[config.mk]
export PLATFORM = sky130hd
export DESIGN_NAME = phasecalc_sched
export DESIGN_NICKNAME = d
export VERILOG_FILES = /design/src/rtl/phasecalc_pkg.sv /design/src/rtl/phasecalc_sched_rr_arbiter.sv /design/src/rtl/phasecalc_sched.sv
export SDC_FILE = /design/constraint.sdc
export NUM_CORES = 1
export LEC_CHECK = 0
export BUFFER_PORTS_ARGS = -buffer_cell sky130_fd_sc_hd__buf_4
export CAP_MARGIN = 5
export CORE_MARGIN = 4
export CORE_UTILIZATION = 55
export DETAILED_ROUTE_END_ITERATION = 8
export PLACE_DENSITY = 0.8
export SLEW_MARGIN = 20
export SYNTH_ARGS = -nofsm -noshare
export SYNTH_HDL_FRONTEND = slang
export SYNTH_SLANG_ARGS = --single-unit
export TNS_END_PERCENT = 10
[constraint.sdc]
create_clock -name clock -period 4.1 [get_ports clock]
set_clock_uncertainty 0.1 [all_clocks]
set_input_delay 0.205 -clock clock [delete_from_list [all_inputs] [get_ports clock]]
set_output_delay 0.205 -clock clock [all_outputs]
set_load 0.02 [all_outputs]
[src/rtl/phasecalc_pkg.sv]
// phasecalc_pkg: shared types and default constants for the phase-calculation
// scheduler. Imported by rr_arbiter and phasecalc_sched.
package phasecalc_pkg;

    // Default number of requesting transducer channel pairs.
    localparam int PC_NUM_CH          = 4;
    // Default number of cycles enable is held per calculation (start cycle included).
    localparam int PC_CALC_CYCLES     = 9;
    // Default maximum wait for done when the timeout feature is built in.
    localparam int PC_TIMEOUT_CYCLES  = 64;

    // Scheduler sequence: IDLE -> START -> RUN -> WAIT_DONE -> ACK -> IDLE.
    typedef enum logic [2:0] {
        IDLE      = 3'd0,
        START     = 3'd1,
        RUN       = 3'd2,
        WAIT_DONE = 3'd3,
        ACK       = 3'd4
    } sched_state_t;

endpackage

[src/rtl/phasecalc_sched_rr_arbiter.sv]
// rr_arbiter: purely combinational round-robin pick. Returns the first
// requesting index at or after rr_ptr, wrapping modulo NUM_CH. The caller
// registers the result; nothing here holds state.
module rr_arbiter
    import phasecalc_pkg::*;
#(
    parameter int NUM_CH = PC_NUM_CH
) (
    input  logic [NUM_CH-1:0]         req,
    input  logic [$clog2(NUM_CH)-1:0] rr_ptr,
    output logic [$clog2(NUM_CH)-1:0] gnt_idx,
    output logic                      gnt_valid
);

    localparam int IW = $clog2(NUM_CH);

    // Scan offsets from the farthest to the nearest so the nearest requester
    // at or after rr_ptr is the last (and therefore winning) assignment.
    always_comb begin
        gnt_idx   = '0;
        gnt_valid = 1'b0;
        for (int i = NUM_CH - 1; i >= 0; i--) begin
            if (req[(int'(rr_ptr) + i) % NUM_CH]) begin
                gnt_idx   = IW'((int'(rr_ptr) + i) % NUM_CH);
                gnt_valid = 1'b1;
            end
        end
    end

endmodule

[src/rtl/phasecalc_sched.sv]
// phasecalc_sched: round-robin scheduler sharing one phase-calculation
// datapath between NUM_CH channels. Grants a channel, drives start/enable
// for CALC_CYCLES cycles, waits for done, then acknowledges the channel.
//
// Optional feature macro: PHASECALC_SCHED_TIMEOUT_EN
//   defined   - WAIT_DONE gives up after TIMEOUT_CYCLES cycles without done and
//               pulses err together with ack.
//   undefined - WAIT_DONE waits indefinitely; err is tied low.
//
// Handshake: req[i] is a level held by channel i until it sees its one-cycle
// ack[i] pulse. req is only looked at in IDLE, so a channel dropping req
// mid-sequence still receives its ack. done is a one-cycle pulse from the
// datapath and is only honoured in WAIT_DONE.
//
// The FSM state register is exported on the state port for observation.
module phasecalc_sched
    import phasecalc_pkg::*;
#(
    parameter int NUM_CH         = PC_NUM_CH,
    parameter int CALC_CYCLES    = PC_CALC_CYCLES,
    parameter int TIMEOUT_CYCLES = PC_TIMEOUT_CYCLES
) (
    input  logic                      clock,
    input  logic                      reset,
    input  logic [NUM_CH-1:0]         req,
    input  logic                      done,
    output logic                      start,
    output logic                      enable,
    output logic [$clog2(NUM_CH)-1:0] sel,
    output logic [NUM_CH-1:0]         ack,
    output logic                      busy,
    output logic                      err,
    output sched_state_t              state
);

    localparam int IW = $clog2(NUM_CH);
    localparam int CW = $clog2(CALC_CYCLES);
    // RUN lasts CALC_CYCLES-1 cycles (counter CALC_CYCLES-2 down to 0), so
    // together with the START cycle enable is high for CALC_CYCLES cycles.
    localparam logic [CW-1:0] CNT_LOAD = CW'(CALC_CYCLES - 2);

    // Elaboration-time parameter sanity checks.
    if (NUM_CH < 2 || NUM_CH > 16) begin : g_bad_num_ch
        $error("phasecalc_sched: NUM_CH must be in 2..16");
    end
    if (CALC_CYCLES < 2) begin : g_bad_calc_cycles
        $error("phasecalc_sched: CALC_CYCLES must be at least 2");
    end
    if (TIMEOUT_CYCLES < 1) begin : g_bad_timeout
        $error("phasecalc_sched: TIMEOUT_CYCLES must be at least 1");
    end

    logic [IW-1:0] rr_ptr;
    logic [CW-1:0] cnt;
    logic [IW-1:0] gnt_idx;
    logic          gnt_valid;
    logic [IW-1:0] ptr_next;

`ifdef PHASECALC_SCHED_TIMEOUT_EN
    localparam int TW = (TIMEOUT_CYCLES > 1) ? $clog2(TIMEOUT_CYCLES) : 1;
    localparam logic [TW-1:0] TO_LAST = TW'(TIMEOUT_CYCLES - 1);
    logic [TW-1:0] to_cnt;
`else
    assign err = 1'b0;
`endif

    rr_arbiter #(
        .NUM_CH (NUM_CH)
    ) u_arb (
        .req       (req),
        .rr_ptr    (rr_ptr),
        .gnt_idx   (gnt_idx),
        .gnt_valid (gnt_valid)
    );

    // Channel after the one being acknowledged, so it gets lowest priority next.
    assign ptr_next = (sel == IW'(NUM_CH - 1)) ? '0 : sel + IW'(1);

    // Scheduler FSM with all outputs registered alongside the state.
    always_ff @(posedge clock or posedge reset) begin
        if (reset) begin
            state  <= IDLE;
            start  <= 1'b0;
            enable <= 1'b0;
            sel    <= '0;
            ack    <= '0;
            busy   <= 1'b0;
            rr_ptr <= '0;
            cnt    <= '0;
`ifdef PHASECALC_SCHED_TIMEOUT_EN
            err    <= 1'b0;
            to_cnt <= '0;
`endif
        end else begin
            start <= 1'b0;
            ack   <= '0;
`ifdef PHASECALC_SCHED_TIMEOUT_EN
            err   <= 1'b0;
`endif
            case (state)
                IDLE: begin
                    if (gnt_valid) begin
                        sel    <= gnt_idx;
                        start  <= 1'b1;
                        enable <= 1'b1;
                        busy   <= 1'b1;
                        state  <= START;
                    end
                end
                START: begin
                    cnt   <= CNT_LOAD;
`ifdef PHASECALC_SCHED_TIMEOUT_EN
                    to_cnt <= '0;
`endif
                    state <= RUN;
                end
                RUN: begin
                    if (cnt == '0) begin
                        enable <= 1'b0;
                        state  <= WAIT_DONE;
                    end else begin
                        cnt <= cnt - CW'(1);
                    end
                end
                WAIT_DONE: begin
                    if (done) begin
                        ack   <= NUM_CH'(1) << sel;
                        state <= ACK;
                    end
`ifdef PHASECALC_SCHED_TIMEOUT_EN
                    else if (to_cnt == TO_LAST) begin
                        ack   <= NUM_CH'(1) << sel;
                        err   <= 1'b1;
                        state <= ACK;
                    end else begin
                        to_cnt <= to_cnt + TW'(1);
                    end
`endif
                end
                ACK: begin
                    rr_ptr <= ptr_next;
                    busy   <= 1'b0;
                    state  <= IDLE;
                end
                default: begin
                    enable <= 1'b0;
                    busy   <= 1'b0;
                    state  <= IDLE;
                end
            endcase
        end
    end

endmodule

## Word level (Yosys, flattened, before mapping)

Cells that the tools add are included.

- Bits of input ports: 7
- Logic and storage cells: 79
- Register bits after elaboration: 18
- Output and inout port bits: 13

- Bitwise logic cells: 5
- Reductions and logical operators: 13
- $add $sub $neg: 5
- Multiplexer cells: 34
- Order comparisons: 4
- Equality and inequality tests: 9
- Shift operators: 1

Operator list:

| kind | count |
|---|---|
| two-way mux 1 bit | 15 |
| < comparator 3 x 4 -> 1 bit (second input constant) | 3 |
| two-way mux 4 bit | 3 |
| case mux 3 bit (4 select lines) | 1 |
| two-way mux 2 bit | 5 |
| two-way mux 3 bit | 3 |
| binary-select mux 1 bit (select 2 bit) | 4 |
| inequality test 2 bit (second input constant) | 4 |
| case mux 4 bit (2 select lines) | 1 |
| equality test 3 x 2 -> 1 bit (second input constant) | 2 |
| AND reduction 2 bit | 3 |
| AND reduction 3 bit | 2 |
| OR reduction 2 bit | 3 |
| OR reduction 3 bit | 2 |
| adder 2 x 1 -> 2 bit (second input constant) | 2 |
| adder 2 bit (second input constant) | 2 |
| logical NOT 4 bit | 1 |
| left shift 1 x 2 -> 4 bit (first input constant) | 1 |
| subtractor 4 x 1 -> 4 bit (second input constant) | 1 |
| bitwise AND 1 bit (first input constant) | 3 |
| equality test 3 x 1 -> 1 bit (second input constant) | 1 |
| equality test 3 bit (second input constant) | 1 |
| logical NOT 3 bit | 1 |
| < comparator 2 x 3 -> 1 bit (second input constant) | 1 |
| other kinds (5) | 6 |

## Depth between registers and ports, before layout

Gate-level depths: netlist (run 1).

- Depth after elaboration: 12
- Depth in mapped cells: 5
- Gate-level depth less buffers: 5

## By module

Synthesis (run 1) repeated with hierarchy kept, for this count alone.

- Cells, all modules: 94
- Area, all modules: 942.2 sq um

Modules (own cells, without submodules):

| module | area an instance (sq um) | times used | cells each | sequential area each (sq um) |
|---|---|---|---|---|
| phasecalc_sched | 864.6 | 1 | 81 | 450.4 |
| rr_arbiter | 77.6 | 1 | 13 | 0.0 |

## Worst setup path before layout (run 1)

Ideal clock, no wire load.

- Path type: reg-to-reg
- From: register state[1]
- To: register sel[0]
- Required time: 3.896 ns
- Stages on the path, launching flop included: 5
- Buffers on the path: 1
- Path slack: 2.372 ns
- Setup time: 0.104 ns
- Period minus slack after synthesis: 1.728 ns
- Arrival time: 1.524 ns
- Cells stage by stage: dfrtp_1 buf_6 or3_4 or2_4 o41ai_2

- Word-level cells in the longest chain between the ends: 2

RTL lines:

| item | RTL line | source |
|---|---|---|
| start, declared | phasecalc_sched.sv:33 | `output sched_state_t state` |
| start signal, assigned | phasecalc_sched.sv:82 | `state <= IDLE;` |
| start signal, assigned | phasecalc_sched.sv:107 | `state <= START;` |
| start signal, assigned | phasecalc_sched.sv:115 | `state <= RUN;` |
| logical NOT 3 bit | phasecalc_sched.sv:100 | `case (state)` |
| AND reduction 2 bit (no line) | -- |  |
| end signal, assigned | phasecalc_sched.sv:103 | `sel <= gnt_idx;` |
| end, declared | phasecalc_sched.sv:29 | `output logic [$clog2(NUM_CH)-1:0] sel,` |

No other way between the ends.
A chain may end at the register's enable or synchronous reset.

## Worst setup path in the final report (run 1)

- From: register cnt[1]
- To: register cnt[1]

- Word-level cells in the longest chain between the ends: 3
- Elaborated cells on any way between the ends: 6
- Those cells by class: add/sub (1); eq/ne (1); mux (2); reduce/logical (2)

RTL lines:

| item | RTL line | source |
|---|---|---|
| start, declared | phasecalc_sched.sv:54 | `logic [CW-1:0] cnt;` |
| start signal, assigned | phasecalc_sched.sv:122 | `cnt <= cnt - CW'(1);` |
| subtractor 4 x 1 -> 4 bit / logical NOT 4 bit (equally long branches) | phasecalc_sched.sv:122, phasecalc_sched.sv:118 |  |
| two-way mux 4 bit / inequality test 2 bit (equally long branches) | -- |  |
| case mux 4 bit (2 select lines) / AND reduction 2 bit (equally long branches) | -- |  |

Several ways; a longest one is shown, not always the timed one. The select of a mux whose other input is x is not followed.

==> metrics.txt, run 1 <==
post-synthesis cell type count=37; Setup-failing EPs final=0; Core ar.=1580 um^2; beginning of the critical path=cnt[1]$_DFFE_PP0P_; CTS sink count=18; most common cell in the netlist=dfrtp_1; total grt overflow=0; post-synthesis xor/xnor area fraction=0%; top cell type by total area after synthesis=dfrtp_1; post-synthesis mux area share=4.43%; worst min path class=input pin to flip-flop; Worst-Margin Slew=0.698 ns; combinational power share=47.1%; port bufs=18; antenna fix cells=0; hold depth=3; Hold Path End=state[2]$_DFFE_PP0P_; hpwl dp=1360 um; vias=718; placer congestion estimate=0.765; Power Total=771 uW; TritonCTS Buffers=3; drt total wl=1870 um; Synth top cells by count=dfrtp_1 (18), inv_1 (9), nor2_1 (7); Synth top area share=46.9%; clock share of power=11.6%; post-route cell area=1120 um^2; H-tree Lvls=1; min-delay src=done; hold slack=0.0945 ns; largest net degree at the start of global routing=19; pwr/cell area=688 nW/um^2; Crit Path Category=flip-flop to flip-flop; number of routed nets with antenna violations=0; Die H=49.8 um; Achievable Freq=508 MHz; Clock Pin Slew Worst Setup and Hold Paths=0.10 ns; sequential share of the synthesized area=46.9%; Hold Fails Final Rpt=0; RR Endpoint=cnt[1]$_DFFE_PP0P_; first-pass GRT wire length=3230 um; Final Critical Period=1.97 ns; outcome=finished clean; die width=49.8 um; Syn Nets=106; Max FO, Critical Path=6; Reg power frac=41.3%; root buf cell=clkbuf_4; Cell Chain, Critical Path=inv_1 > ha_1 > nor3b_1 > o21ai_1 > o221a_1; Async SR Flop Fraction=100%; synthesized area=961 um^2; initial core utilization=61.0%; number of synthesized flops with an enable pin=0; Data required, critical path=4.19 ns; num rows=14; largest stage delay on the critical path=0.59 ns; Die ar.=2480 um^2; clk buf depth=2; Initial DRT Pass Iterations=4; Avg Vias per Cell=5.61; dpl ws=2.28 ns; Slowest-stage cell, CP=nor3b_1; main flop type after synthesis=dfrtp_1; CTS tree=built; largest family of logic cells by synthesized area=simple AND/OR/NAND/NOR gates; WP data arrival=2.06 ns; number of global-route vias before repair=717; switching share of power=42.0%; Final WS setup=2.13 ns; Ports=20; layout cells sized above 1=25.0%; Skew-Pair Late Insertion Delay=0.29 ns; dominant cells by area after synthesis=dfrtp_1 (47%), ha_1 (6.5%), inv_1 (3.5%), nor2_1 (2.7%), a21oi_1 (2.6%); Slew Viols, Final=0; Post-Synth Adder-Cell Area=6.51%; CP endpoint kind=flip-flop; area grow syn2layout=16.7%; nets=126; max-cap violations=0; All-Layer GR Usage=17.0%; P_leak=0.000557 uW; antenna violations before repair=0; DRT iter0 DRCs=9; cell count after synthesis=94; simple-gate share of the synthesized area=20.7%; FF-to-FF path depth=5; total negative slack=0 ns; R2R setup slack=2.13 ns; FF+latch count, synth=18; cell area after placement=1090 um^2; VDD IR-drop max=0.391 mV; final worst path period share=48.0%; Ys Warns=0; Pint=447 uW; RSZ-0062 raised after global routing=false; CP Launch Type=flip-flop; Worst slew margin=53.3%; post-DR wirelength/cell=14.6 um; Avg Cell Area, Syn=10.2 um^2; RR Startpoint=cnt[1]$_DFFE_PP0P_; NetSw=324 uW; Compound-Gate Fraction of Synth Area=14.7%; # fillers=135; DRC=0
==> worst max-delay path: cells and delay by family, from the launching register on <==
kind / cells / cell delay [ns]
simple gates: 1 / 0.59
compound gates: 2 / 0.51
flops: 1 / 0.41
fa+ha+maj: 1 / 0.17
buf+inv: 1 / 0.09
==> through the flow <==
step	util, %	cells
global route	71.1	128
floorplan	-	94
global placement	69.0	124
finish	71.1	128
CTS	71.1	128
detailed placement	69.0	124
==> layer usage <==
layer / track usage [%] / vias to the layer above / routed length [um]
met4: 5.53 / 0 / 20
met3: 3.92 / 2 / 78
met5: 0 / - / 0
met2: 27.1 / 18 / 878
met1: 22.6 / 338 / 895
li1: - / 360 / -
==> placed cells by master (no fill, tap or decap), drive strengths merged <==
master,count
conb,1
or2,2
o41ai,1
and3,1
nor2,7
buf,18
or3,2
inv,9
nand2b,4
o21bai,1
ha,5
mux2,2
o221a,2
a211o,1
o211ai,1
o31ai,1
a21oi,5
nor3b,1
nor3,3
nor4bb,1
a311oi,1
a2bb2oi,1
and2,4
clkbuf,3
nand2,6
mux2i,2
dlygate4sd3,1
nor2b,1
nor4,1
a22o,1
dfrtp,18
or3b,1
o21ai,4
==> worst max-delay path by stage <==
stage | endpoint | slack, ns | depth (start not counted)
floorplan | sel[0]$_DFFE_PP0P_ | 2.37 | 4
global placement | cnt[1]$_DFFE_PP0P_ | 2.39 | 5
global route | cnt[1]$_DFFE_PP0P_ | 2.04 | 5
CTS | cnt[1]$_DFFE_PP0P_ | 2.19 | 5
finish | cnt[1]$_DFFE_PP0P_ | 2.13 | 5
detailed placement | cnt[1]$_DFFE_PP0P_ | 2.28 | 5
==> cells by family after synthesis <==
kind of cell | after synthesis
other cells | 1
mux | 4
buf+inv | 13
compound gates | 19
simple gates | 34
flops | 18
fa+ha+maj | 5
==> final cells by class <==
class / instances / area (um^2) / share of cell area [%]
well taps: 16 / 20.0 / 1.79
clock buffers: 3 / 22.5 / 2.01
inverters: 9 / 33.8 / 3.01
multi-input cells: 63 / 449 / 40.1
repair buffers: 19 / 145 / 12.9
flip-flops and latches: 18 / 450 / 40.2
==> flip-flops by register name, indices dropped and copies added (netlist names) <==
signal	cells
rr_ptr	2
busy	1
enable	1
state	3
ack	4
sel	2
cnt	4
start	1
==> what timing repair did <==
action | CTS | global route
buffers inserted | 0 | 0
resized for setup | 0 | 0
hold buffers | 1 | 0
endpoints found under the hold margin | 18 | 0
==> power groups by stage <==
| stage | clock [uW] | sequential, uW | combinational, uW |
|---|---|---|---|
| floorplan | 0 | 344 | 227 |
| detailed placement | 0 | 321 | 361 |
| finish | 89.3 | 319 | 363 |
| global placement | 0 | 318 | 350 |
| CTS | 88.8 | 318 | 364 |
| global route | 98.9 | 331 | 402 |
No activity file was read; power rests on OpenSTA's default activity.
==> run 2, diff against run 1 <==
- ABC_AREA: not set -> 1
- CORE_UTILIZATION: 55 -> 48
- PLACE_DENSITY: 0.8 -> 0.73
- clock period: 4.1 -> 1.8 ns (I/O delays scaled with it)
==> run 2 against run 1 <==
Net effect:
- register-to-register slack got worse by 2.0 ns
- via count rose by 35%
- global-route usage fell by 0.78 points
- critical endpoint is now sel[1]$_DFFE_PP0P_
==> metrics.txt, run 2 <==
RSZ-0062 raised after global routing=false (unchanged); Die H=55.3 um (was 49.8 um); WP buf/inv=2 (was 1); All-Layer GR Usage=16.2% (was 17.0%); first-pass GRT wire length=4080 um (was 3230 um); cell count after synthesis=150 (was 94); Synth top area share=41.9% (was 46.9%); RR Startpoint=rr_ptr[0]$_DFFE_PP0N_ (was cnt[1]$_DFFE_PP0P_); Worst-Margin Slew=0.660 ns (was 0.698 ns); TritonCTS Buffers=3 (unchanged); area grow syn2layout=19.0% (was 16.7%); total negative slack=0 ns (unchanged); number of routed nets with antenna violations=0 (unchanged); R2R setup slack=0.16 ns (was 2.13 ns); Ports=20 (unchanged); main flop type after synthesis=dfrtp_1 (unchanged); sequential share of the synthesized area=41.9% (was 46.9%); CP Launch Type=flip-flop (unchanged); Core ar.=2040 um^2 (was 1580 um^2); Hold Path End=sel[1]$_DFFE_PP0P_ (was state[2]$_DFFE_PP0P_); VDD IR-drop max=0.918 mV (was 0.391 mV); CTS tree=built (unchanged); most common cell after layout, fill and taps aside=nand2_1; num rows=16 (was 14); Hold Fails Final Rpt=0 (unchanged); Worst path most repeated cell=nand2_1; DRT iter0 DRCs=21 (was 9); RR Endpoint=sel[1]$_DFFE_PP0P_ (was cnt[1]$_DFFE_PP0P_); Slew Viols, Final=0 (unchanged); top cell type by total area after synthesis=dfrtp_1 (unchanged); FF+latch count, synth=18 (unchanged); FF-to-FF path depth=10 (was 5); synthesized area=1070 um^2 (was 961 um^2); Async SR Flop Fraction=100% (unchanged); port bufs=18 (unchanged); Avg Vias per Cell=4.87 (was 5.61); Crit Path Category=flip-flop to flip-flop (unchanged); post-synthesis cell type count=19 (was 37); Achievable Freq=611 MHz (was 508 MHz); Data required, critical path=1.88 ns (was 4.19 ns); largest net degree at the start of global routing=19 (unchanged); antenna violations before repair=0 (unchanged); Setup-failing EPs final=0 (unchanged); CTS sink count=18 (unchanged); final worst path period share=90.9% (was 48.0%); Max FO, Critical Path=9 (was 6); min-delay src=req[3] (was done); outcome=finished clean (unchanged); antenna fix cells=0 (unchanged); Die ar.=3060 um^2 (was 2480 um^2); Cell Chain, Critical Path=inv_2 > nand2_1 > nand2_1 > nand2_1 > nand2_1 > nor2_4 > a21oi_2 > inv_2 > nand2_1 > nand2_1 (was inv_1 > ha_1 > nor3b_1 > o21ai_1 > o221a_1); P_leak=0.000737 uW (was 0.000557 uW); vias=969 (was 718); Initial DRT Pass Iterations=4 (unchanged); layout cells sized above 1=18.6% (was 25.0%); hpwl dp=1740 um (was 1360 um); Clock Pin Slew Worst Setup and Hold Paths=0.09 ns (was 0.10 ns); Avg Cell Area, Syn=7.17 um^2 (was 10.2 um^2); Skew-Pair Late Insertion Delay=0.29 ns (about the same); initial core utilization=52.6% (was 61.0%); Synth top cells by count=nand2_1 (48), inv_1 (28), dfrtp_1 (18) (was dfrtp_1 (18), inv_1 (9), nor2_1 (7)); critical path depth=10 (was 5); hold depth=7 (was 3); Syn Nets=162 (was 106); CP endpoint kind=flip-flop (unchanged); dominant cells by area after synthesis=dfrtp_1 (42%), nand2_1 (17%), inv_1 (9.8%), nand3_1 (6.1%), ha_1 (5.8%) (was dfrtp_1 (47%), ha_1 (6.5%), inv_1 (3.5%), nor2_1 (2.7%), a21oi_1 (2.6%)); WP data arrival=1.72 ns (was 2.06 ns); most common cell in the netlist=nand2_1 (was dfrtp_1); number of synthesized flops with an enable pin=0 (unchanged); drt total wl=2190 um (was 1870 um); # fillers=196 (was 135); largest stage delay on the critical path=0.46 ns (was 0.59 ns); total grt overflow=0 (unchanged); root buf cell=clkbuf_4 (unchanged); DRC=0 (unchanged); number of global-route vias before repair=979 (was 717); Slowest-stage cell, CP=dfrtp_1 (was nor3b_1); nets=186 (was 126); family with the most delay on the worst path=simple AND/OR/NAND/NOR gates (unchanged); Power Total=2180 uW (was 771 uW); H-tree Lvls=1 (unchanged); die width=55.3 um (was 49.8 um); pwr/cell area=1700 nW/um^2 (was 688 nW/um^2); placer congestion estimate=0.831 (was 0.765); commonest cells after routing, fill and taps aside=nand2_1 (48), inv_1 (28), dfrtp_1 (18), buf_4 (18), nand3_1 (13) (was dfrtp_1 (18), buf_4 (18), inv_1 (9)); Ys Warns=0 (unchanged); worst min path class=input pin to flip-flop (unchanged); Final Critical Period=1.64 ns (was 1.97 ns); Largest regs=ack x4, cnt x4, state x3 (unchanged); clk buf depth=2 (unchanged); max-cap violations=0 (unchanged); beginning of the critical path=rr_ptr[0]$_DFFE_PP0N_ (was cnt[1]$_DFFE_PP0P_); post-DR wirelength/cell=11.0 um (was 14.6 um); Worst slew margin=55.9% (was 53.3%)
-- run 2: worst max-delay path by stage --
stage / slack (ns) / endpoint
finish: 0.16 / sel[1]$_DFFE_PP0P_
global route: 0.008 / sel[1]$_DFFE_PP0P_
CTS: 0.15 / sel[1]$_DFFE_PP0P_
detailed placement: 0.17 / sel[0]$_DFFE_PP0P_
global placement: 0.18 / sel[1]$_DFFE_PP0P_
floorplan: 0.38 / sel[0]$_DFFE_PP0P_
-- run 2: where the power goes --
part / internal (uW) / switching, uW / leakage, uW / total [uW]
Clock: 77.7 / 116 / 0.0000138 / 194
Combinational: 463 / 827 / 0.000497 / 1290
Sequential: 556 / 140 / 0.000226 / 696
-- run 2: final cells by class --
class                   instances  area [um^2]  share of cell area, %
repair buffers                 20          155                   12.1
inverters                      30          113                   8.81
flip-flops and latches         18          450                   35.2
clock buffers                   3         22.5                   1.76
well taps                      27         33.8                   2.64
multi-input cells             101          504                   39.4
-- run 2: cells by family (layout without fill, tap and decap cells) --
kind of cell / count (synthesis) / after routing / synth area share, %
flip-flops: 18 / 18 / 41.9
other: 1 / 1 / 0.349
AO/OA/AOI/OAI: 13 / 13 / 6.40
buffers and inverters: 31 / 53 / 11.2
adder cells (fa/ha/maj): 5 / 5 / 5.82
AND/OR/NAND/NOR: 82 / 82 / 34.3
-- run 2: repair_timing --
item,in CTS,in global routing
endpoints found under the hold margin,19,0
resized for setup,0,0
hold buffers,2,0
setup buffers,0,0
-- run 2: metrics by stage --
step | hold slack (ns) | util (%) | area, um^2 | cells | setup WS [ns]
after global routing | 0.240 | 62.6 | 1280 | 199 | 0.00793
after floorplan | -0.0714 | - | 1070 | 150 | 0.377
after detailed placement | 0.129 | 60.5 | 1240 | 194 | 0.172
after CTS | 0.207 | 62.6 | 1280 | 199 | 0.154
after global placement | 0.118 | 60.5 | 1240 | 194 | 0.179
final | 0.215 | 62.6 | 1280 | 199 | 0.163
-- run 2: worst register-to-register path, cell delays in order, from the launching register on --
cell and delay [ns]:
dfrtp_1 0.46, inv_2 0.16, nand2_1 0.07, nand2_1 0.11, nand2_1 0.06, nand2_1 0.12
nor2_4 0.06, a21oi_2 0.22, inv_2 0.07, nand2_1 0.06, nand2_1 0.05
-- run 2: metal layers --
| metal | GRT usage [%] | wire length [um] | vias to the layer above |
|---|---|---|---|
| met5 | 0 | 0 | - |
| met4 | 4.86 | 12 | 0 |
| met3 | 5.13 | 105 | 2 |
| met2 | 29.1 | 1130 | 26 |
| met1 | 18.1 | 941 | 440 |
| li1 | - | - | 501 |
==> run 3, diff against run 2 <==
- BUFFER_PORTS_ARGS: -buffer_cell sky130_fd_sc_hd__buf_4 -> not set
- CORE_UTILIZATION: 48 -> 30
- DONT_BUFFER_PORTS: not set -> 1
- PLACE_DENSITY: 0.73 -> not set
==> run 3 against run 2 <==
Net effect:
- worst hold slack worse by 0.11 ns
- wire length down 5.1%
- via count shrank 10%
- register-to-register slack better by 0.03 ns
- cell count grew 2.0%
- sequential share of layout area grew 2.4 points
- design area is 6.5% lower
- die area increased by 50%
- flip-flop and latch count unchanged
- non-clock buffer count shrank 16
- largest cell class unchanged
- highest routed layer is now met3
==> metrics.txt, run 3 (synthesis results as in run 2) <==
H-tree Lvls=1 (unchanged); Max FO, Critical Path=9 (unchanged); antenna violations before repair=0 (unchanged); total grt overflow=0 (unchanged); # fillers=360 (was 196); CTS sink count=18 (unchanged); Initial DRT Pass Iterations=4 (unchanged); Worst-Margin Slew=0.677 ns (was 0.660 ns); Worst slew margin=54.8% (was 55.9%); Die ar.=4600 um^2 (was 3060 um^2); placer congestion estimate=0.773 (was 0.831); largest stage delay on the critical path=0.47 ns (was 0.46 ns); WP data arrival=1.70 ns (was 1.72 ns); Achievable Freq=624 MHz (was 611 MHz); Seq. cell area=450 um^2 (unchanged); total negative slack=0 ns (unchanged); most common cell after layout, fill and taps aside=nand2_1 (unchanged); Post-CTS Setup Inserts=0 (unchanged); VDD IR-drop max=0.449 mV (was 0.918 mV); DRT iter0 DRCs=28 (was 21); CTS tree=built (unchanged); hpwl dp=1650 um (was 1740 um); commonest cells after routing, fill and taps aside=nand2_1 (48), inv_1 (28), dfrtp_1 (18) (was nand2_1 (48), inv_1 (28), dfrtp_1 (18), buf_4 (18), nand3_1 (13)); CP Launch Type=flip-flop (unchanged); vias=871 (was 969); TritonCTS Buffers=3 (unchanged); CP endpoint kind=flip-flop (unchanged); Core ar.=3390 um^2 (was 2040 um^2); family with the most delay on the worst path=simple AND/OR/NAND/NOR gates (unchanged); Setup-failing EPs final=0 (unchanged); post-route cell area=1200 um^2 (was 1280 um^2); Slowest-stage cell, CP=dfrtp_1 (unchanged); pwr/cell area=1740 nW/um^2 (was 1700 nW/um^2); Slew Viols, Final=0 (unchanged); antenna fix cells=0 (unchanged); worst min path class=input pin to flip-flop (unchanged); clk buf depth=2 (unchanged); All-Layer GR Usage=10.1% (was 16.2%); final worst path period share=89.1% (was 90.9%); Final Util=35.3% (was 62.6%); largest net degree at the start of global routing=19 (unchanged); Clock Pin Slew Worst Setup and Hold Paths=0.10 ns (was 0.09 ns); layout cells sized above 1=10.8% (was 18.6%); area grow syn2layout=11.3% (was 19.0%); initial core utilization=31.7% (was 52.6%); cell area after placement=1140 um^2 (was 1240 um^2); Cell Chain, Critical Path=inv_2 > nand2_1 > nand2_1 > nand2_1 > nand2_1 > nor2_4 > a21oi_2 > inv_2 > nand2_1 > nand2_1 (unchanged); max-cap violations=0 (unchanged); Avg Vias per Cell=4.29 (was 4.87); Crit Path Category=flip-flop to flip-flop (unchanged); Worst path most repeated cell=nand2_1 (unchanged); post-DR wirelength/cell=10.2 um (was 11.0 um); fin cells=203 (was 199); DRC=0 (unchanged); number of global-route vias before repair=828 (was 979); area of the multi-input gates=504 um^2 (unchanged); Largest regs=ack x4, cnt x4, state x3 (unchanged); Ports=20 (unchanged); port bufs=0 (was 18); Placed Cells=197 (was 194); num rows=21 (was 16); P_leak=0.000664 uW (was 0.000737 uW); first-pass GRT wire length=3550 um (was 4080 um); WP buf/inv=2 (unchanged); nets=170 (was 186); outcome=finished clean (unchanged); Skew-Pair Late Insertion Delay=0.29 ns (about the same); PostCTS Resize Cnt=0 (unchanged); Final Critical Period=1.60 ns (was 1.64 ns); Data required, critical path=1.89 ns (was 1.88 ns); Hold-fix buffers, CTS=2 (unchanged); RSZ-0062 raised after global routing=false (unchanged); root buf cell=clkbuf_4 (unchanged); die width=67.9 um (was 55.3 um); number of routed nets with antenna violations=0 (unchanged); drt total wl=2070 um (was 2190 um); Die H=67.9 um (was 55.3 um); Hold Fails Final Rpt=0 (unchanged)
==> run 3: cell type report <==
class | count | share of cell area [%]
inverter | 30 | 9.41
timing repair buffer | 4 | 2.93
sequential | 18 | 37.7
multi-input combinational | 101 | 42.2
tap | 46 | 4.81
clock buffer | 4 | 3.03
==> run 3: routing by layer <==
metal | part of all wire, % | vias to the layer above | track usage, %
li1 | - | 468 | -
met1 | 43 | 386 | 12.3
met2 | 54 | 17 | 17.9
met3 | 3.0 | 0 | 1.64
met4 | 0 | 0 | 3.72
met5 | 0 | - | 0
==> run 3: path summary, 6_finish.rpt <==
check	startpoint	endpoint	slack, ns	cells after the start
min in group asynchronous	reset	cnt[2]$_DFFE_PP0P_	0.23	2
max reg2reg	rr_ptr[0]$_DFFE_PP0N_	sel[1]$_DFFE_PP0P_	0.20	10
min reg2reg	cnt[0]$_DFFE_PP0P_	cnt[0]$_DFFE_PP0P_	0.37	1
max	rr_ptr[0]$_DFFE_PP0N_	sel[1]$_DFFE_PP0P_	0.20	10
max in group asynchronous	reset	cnt[1]$_DFFE_PP0P_	0.94	2
min	req[3]	sel[1]$_DFFE_PP0P_	0.10	6
==> run 3: where the power goes <==
group          leakage (uW)  internal [uW]  total [uW]  switching (uW)
Sequential         0.000226            555         783             227
Combinational      0.000417            369        1050             685
Clock             0.0000210            123         245             122
Total              0.000664           1050        2080            1030
==> run 3: metrics by stage <==
step,power (uW),hold WS (ns),worst slack [ns]
6_report,2080,0.102,0.197
5_1_grt,2330,0.106,0.0119
4_1_cts,2120,0.0974,0.181
3_5_place_dp,1860,0.0330,0.202
3_3_place_gp,1860,0.0262,0.194
2_1_floorplan,1630,-0.0714,0.377
==> run 3: tightest hold or removal path: cells and delay by family <==
family,cells,cell delay (ns)
and+or+nand+nor,6,0.38
